### src/rtl/piso_serializer.sv
// piso_serializer: parallel-in / serial-out stage, MSB first, valid/ready on both sides.
// Optional feature macro: PARITY_EN (appends an even-parity bit after the LSB).
module piso_serializer #(
  parameter int unsigned WIDTH = 8
) (
  input  logic             clk,
  input  logic             rst,
  input  logic             load_valid,
  output logic             load_ready,
  input  logic [WIDTH-1:0] load_data,
  output logic             ser_out,
  output logic             ser_valid,
  input  logic             ser_ready,
  output logic             ser_last
);

`ifdef PARITY_EN
  localparam int unsigned N  = WIDTH + 1;
`else
  localparam int unsigned N  = WIDTH;
`endif
  localparam int unsigned CW = $clog2(N + 1);

  typedef enum logic {
    IDLE  = 1'b0,
    SHIFT = 1'b1
  } state_t;

  state_t          state_q, state_d;
  logic [N-1:0]    shreg_q, shreg_d;
  logic [CW-1:0]   count_q, count_d;
  logic [N-1:0]    frame;
  logic            accept;
  logic            xfer;

  // Whole frame as it will leave the block, parity (if any) in the LSB slot.
  always_comb begin
    frame = '0;
`ifdef PARITY_EN
    frame = {load_data, ^load_data};
`else
    frame = load_data;
`endif
  end

  // Output decode straight from state; ser_out is the head of the shift register.
  assign ser_valid  = (state_q == SHIFT);
  assign ser_last   = ser_valid && (count_q == CW'(N - 1));
  assign ser_out    = shreg_q[N-1];
  assign load_ready = (state_q == IDLE) || (ser_last && ser_ready);
  assign accept     = load_valid && load_ready;
  assign xfer       = ser_valid && ser_ready;

  // Next-state: load, shift, reload on the last bit, or return to idle.
  always_comb begin
    state_d = state_q;
    shreg_d = shreg_q;
    count_d = count_q;
    unique case (state_q)
      IDLE: begin
        if (accept) begin
          state_d = SHIFT;
          shreg_d = frame;
          count_d = '0;
        end
      end
      SHIFT: begin
        if (xfer) begin
          if (ser_last) begin
            if (accept) begin
              shreg_d = frame;
              count_d = '0;
            end else begin
              state_d = IDLE;
              shreg_d = '0;
              count_d = '0;
            end
          end else begin
            shreg_d = {shreg_q[N-2:0], 1'b0};
            count_d = count_q + CW'(1);
          end
        end
      end
      default: begin
        state_d = IDLE;
        shreg_d = '0;
        count_d = '0;
      end
    endcase
  end

  // State registers with synchronous reset taking priority.
  always_ff @(posedge clk) begin
    if (rst) begin
      state_q <= IDLE;
      shreg_q <= '0;
      count_q <= '0;
    end else begin
      state_q <= state_d;
      shreg_q <= shreg_d;
      count_q <= count_d;
    end
  end

endmodule

### config.mk
export PLATFORM = sky130hd
export DESIGN_NAME = piso_serializer
export DESIGN_NICKNAME = d
export VERILOG_FILES = /design/src/rtl/piso_serializer.sv
export SDC_FILE = /design/constraint.sdc
export NUM_CORES = 1
export LEC_CHECK = 0
export ABC_AREA = 1
export CAP_MARGIN = 0
export CORE_MARGIN = 10
export CORE_UTILIZATION = 47
export CTS_CLUSTER_DIAMETER = 200
export DETAILED_ROUTE_END_ITERATION = 6
export GPL_ROUTABILITY_DRIVEN = 0
export PLACE_DENSITY = 0.78
export SLEW_MARGIN = 30
export SYNTH_ARGS = -nofsm -noshare
export SYNTH_HDL_FRONTEND = slang
export SYNTH_SLANG_ARGS = --single-unit
### constraint.sdc
create_clock -name clk -period 1.5 [get_ports clk]
set_clock_uncertainty 0.05 [all_clocks]
set_input_delay 0.3 -clock clk [delete_from_list [all_inputs] [get_ports clk]]
set_output_delay 0.3 -clock clk [all_outputs]
set_load 0.05 [all_outputs]
# [After elaboration in Yosys (flattened, before gate mapping)]
# Index checks and enable logic that the tools add are counted.
[totals] wordCells=27 in_bits=12 ff_bits=13
[classes] n_addsub=1 mux=13 eq_ne=3 n_bitwise=1 reduce_logical=6
[ops] op="2-to-1 mux 8 bit" n=4
[ops] op="case mux 8 bit (2 select lines)" n=1
[ops] op="2-to-1 mux 4 bit" n=3
[ops] op="case mux 4 bit (2 select lines)" n=1
[ops] op="adder 4 x 1 -> 4 bit, second input constant" n=1
[ops] op="equality test 4 x 3 -> 1 bit, second input constant" n=1
[ops] op="logical AND 1 bit" n=4
[ops] op="2-to-1 mux 1 bit" n=3
[ops] op="!= test 2 x 1 -> 1 bit, second input constant" n=1
[ops] op="!= test 2 bit, second input constant" n=1
[ops] op="case mux 1 bit (2 select lines)" n=1
[ops] op="AND reduction 2 bit" n=1
[ops] op="logical OR 1 bit" n=1
[ops] op="NOT 1 bit" n=1

# [Longest topological paths before layout]
# Gate-level depths: netlist (run 1).
[logic_depth] word_depth=9 ltp_mapped=6

# [Worst setup path before layout (run 1)]
# No wires, ideal clock.
[synth_timing] path_type="reg-to-output" from="reg state_q (netlist: ser_valid)" to="out ser_last" path_stages_with_launch=4 path_slack_ns=-0.865 path_buffers=1 arrival_time_ns=2.015 cell_sequence="dfxtp_1 > buf_6 > inv_1 > nor3_1"
[synth_via] elab_chain_len=1
[synth_rtl] item="start, declared" line_no="29" source="state_t state_q, state_d;"
[synth_rtl] item="start signal, assigned" line_no="99" source="state_q <= state_d;"
[synth_rtl] item="logical AND 1 bit" line_no="48" source="assign ser_last = ser_valid && (count_q == CW'(N - 1));"
[synth_rtl] item="end, declared" line_no="14" source="output logic ser_last"
# Every way passes these cells.

# [Final worst setup path (run 1)]
[layout_timing] from="reg count_q[1]" to="out ser_last"
[layout_via] elab_chain_len=2
[layout_rtl] item="start, declared" line_no="31" source="logic [CW-1:0] count_q, count_d;"
[layout_rtl] item="start signal, assigned" line_no="101" source="count_q <= count_d;"
[layout_rtl] item="equality test 4 x 3 -> 1 bit" line_no="48"
[layout_rtl] item="logical AND 1 bit" line_no="48"
# Every way passes these cells.

==> metrics.csv, run 1 <==
metric,value,unit
outcome,"finished, violations left",
violations,setup timing,
cts_root_buf,clkbuf_4,
synth_seq_area_share,37.9,%
power.total,817,uW
yosys.area_share.adder,1.82,%
netlist_area,687,sq um
nNetsFinal,129,
critPathLaunch,count_q[1],
first_iter_violations,28,
grt_start_max_net_pins,17,
dieWidth,58.2,um
seqPwrFrac,48.1,%
comb_power_share,24.9,%
dp.final_hpwl,1.26,mm
ff2ff_setup_slack,170,ps
synth_xor_area_share,0,%
power.leakage,0.000407,uW
r2r_cells,7,
netSwitchingFraction,30.2,%
max_freq,656,MHz
cap_violations,0,
n_fill_cell,105,
synth_top_family_by_area,compound AO/OA/AOI/OAI gates,
maxSlewViolCount,0,
ios,16,
syn_avg_cell_area,7.55,sq um
cp_data_arrival_time,1170,ps
die_area,3390,sq um
clockBufferDepth,2,
p_per_area,820,nW/um^2
crit_chain,"ha_4, nand2_4, nor3_4, buf_12",
cts_hold_buffers,0,
core,1330,sq um
synth-simple-area-share,22.8,%
r2r-start,count_q[1],
drc,0,
ir_drop,0.000703,V
track_usage,10.7,%
htreeDepth,1,
setup_tns,-30.4,ps
cts-buffers-inserted,3,
holdWs,413,ps
io_buffers,15,
clkLatencyLatePin,280,ps
vias_per_cell,5.48,
synth_cells,91,
drt_pass1_iterations,4,
ys_types,18,
period_minus_slack,1520,ps
path_max_fanout,3,
min_period_over_period,102,%
initial_utilization,51.5,%
instances_no_fill,130,
drive_above_1_share,30.4,%
multi_input_area,395,sq um
seq_area,269,sq um
rows,13,
synth_compound_area_share,27.7,%
crit_required,1150,ps
antenna_found_initial,0,
grt_pass1_vias,679,
ant_nets,0,
critPathKind,register to primary output,
endpoint,ser_last,
rsz0062_at_grt,yes,
grt_pass1_wl,2.90,mm
yosys_warnings,0,
slowest_delay,360,ps
gr-total-overflow,0,
p_sw,246,uW
r2r-end,shreg_q[1],
placed_area,926,sq um
end_kind,primary output,
hp-class,primary input to register,
vias,712,
synth_fp_nets,104,
wl,1.73,mm
ys_ff_latch,13,
setup_viol,2,
timing.slew.headroom,72.5,%
dp.cells,124,
hold_viol,0,
critPathLaunchType,register,
internal-power,570,uW
area_growth_syn_to_layout,45.0,%
cpMaxStageDelayCell,dfxtp_2,
cts_tree,built,
clkTransAtPathRegs,90,ps
power_frac_clock,27.0,%
numClockSinks,13,
antennaDiodeCount,0,
wl_per_cell,13.3,um
tightest_slew,411,ps
synth_mux_area_share,0,%
fin_area,996,sq um
die_h,58.2,um
setup_slack,-23.6,ps
## per-stage QoR
step / setup WS, ps / utilization, %
after floorplan: 16.2 / -
after global placement: -307 / 69.4
after detailed placement: -369 / 69.4
after CTS: -52.7 / 74.2
after global routing: -94.7 / 74.7
final: -23.6 / 74.7
## cells by family (layout without fill, tap and decap cells)
kind of cell,Yosys count,after routing
DFF,13,13
buffers and inverters,14,38
AOI/OAI and AO/OA,30,30
adders and majority gates,1,1
and+or+nand+nor,33,33
## worst min path at each step
stage	start	to	slack, ps	cells after the start
4_1_cts	ser_ready	count_q[2]	420	3
2_1_floorplan	rst	ser_valid	310	1
3_5_place_dp	shreg_q[0]	shreg_q[0]	420	2
3_3_place_gp	shreg_q[0]	shreg_q[0]	400	2
5_1_grt	ser_ready	count_q[2]	440	3
6_report	ser_ready	count_q[2]	410	3
## metal layers
metal,part of all wire (%),track usage (%),vias up
met4,0.87,4.03,0
met3,7.6,5.66,2
met2,48,16.6,19
li1,-,-,357
met5,0,0,-
met1,44,12.1,334
## critical path, delay by kind of cell, from the launching register on
kind	cells	cell delay, ps
DFF	1	360
buffers and inverters	1	160
and+or+nand+nor	2	220
adders and majority gates	1	160
## power groups by stage
| stage | Clock (uW) | Sequential (uW) | Combinational [uW] |
|---|---|---|---|
| floorplan | 0 | 404 | 106 |
| global placement | 0 | 397 | 192 |
| detailed placement | 0 | 398 | 197 |
| CTS | 225 | 392 | 203 |
| global route | 243 | 396 | 223 |
| finish | 220 | 393 | 203 |
## final cells by class
class	count	share of cell area, %
multi-input combinational	64	39.7
inverter	12	4.52
sequential	13	27.0
timing repair buffer	22	24.2
tap	15	1.88
clock buffer	4	2.64
## what timing repair did
item                       4_1_cts  5_1_grt
pin swaps                        4        1
setup buffers                    2        0
resized for setup                8        2
cloned                           0        0
setup endpoints to repair       11        2
## Yosys cell counts
master | instances | area [sq um]
dfxtp_1 | 13 | 260
o21ai_2 | 3 | 26.3
clkinv_1 | 2 | 7.51
a21oi_2 | 7 | 61.3
ha_1 | 1 | 12.5
buf_6 | 2 | 22.5
nand2_1 | 15 | 56.3
nand2_2 | 2 | 12.5
nor2_4 | 1 | 11.3
nand3_1 | 11 | 55.1
nand4_1 | 2 | 12.5
o21ai_1 | 7 | 35.0
inv_1 | 10 | 37.5
a21oi_1 | 6 | 30.0
o21a_1 | 1 | 7.51
o21ai_0 | 6 | 30.0
nor3_1 | 1 | 5.00
nor2_1 | 1 | 3.75
## flip-flops by register name (all words and copies together), names as in the netlist
signal / count
shreg_q: 8
count_q: 4
ser_valid: 1
## placed cells by master, fill, tap and decap left out, types with 2 or more instances in the layout
master and count:
clkinv_1 2, inv_1 9, nand3_1 11, nand4_1 2, a21oi_1 6, o21ai_1 7
buf_4 7, dfxtp_2 4, clkbuf_4 3, o21ai_2 2, o21ai_0 6, a21oi_2 7
dfxtp_1 8, clkdlybuf4s50_1 10, nand2_1 15, buf_12 4
(Power assumes the default switching activity.)
==> run 2: changes to the inputs <==
- GPL_TIMING_DRIVEN: unset -> 1
==> results of run 2 <==
Same layout as run 1: the final DEF is identical, and so are final timing and power.
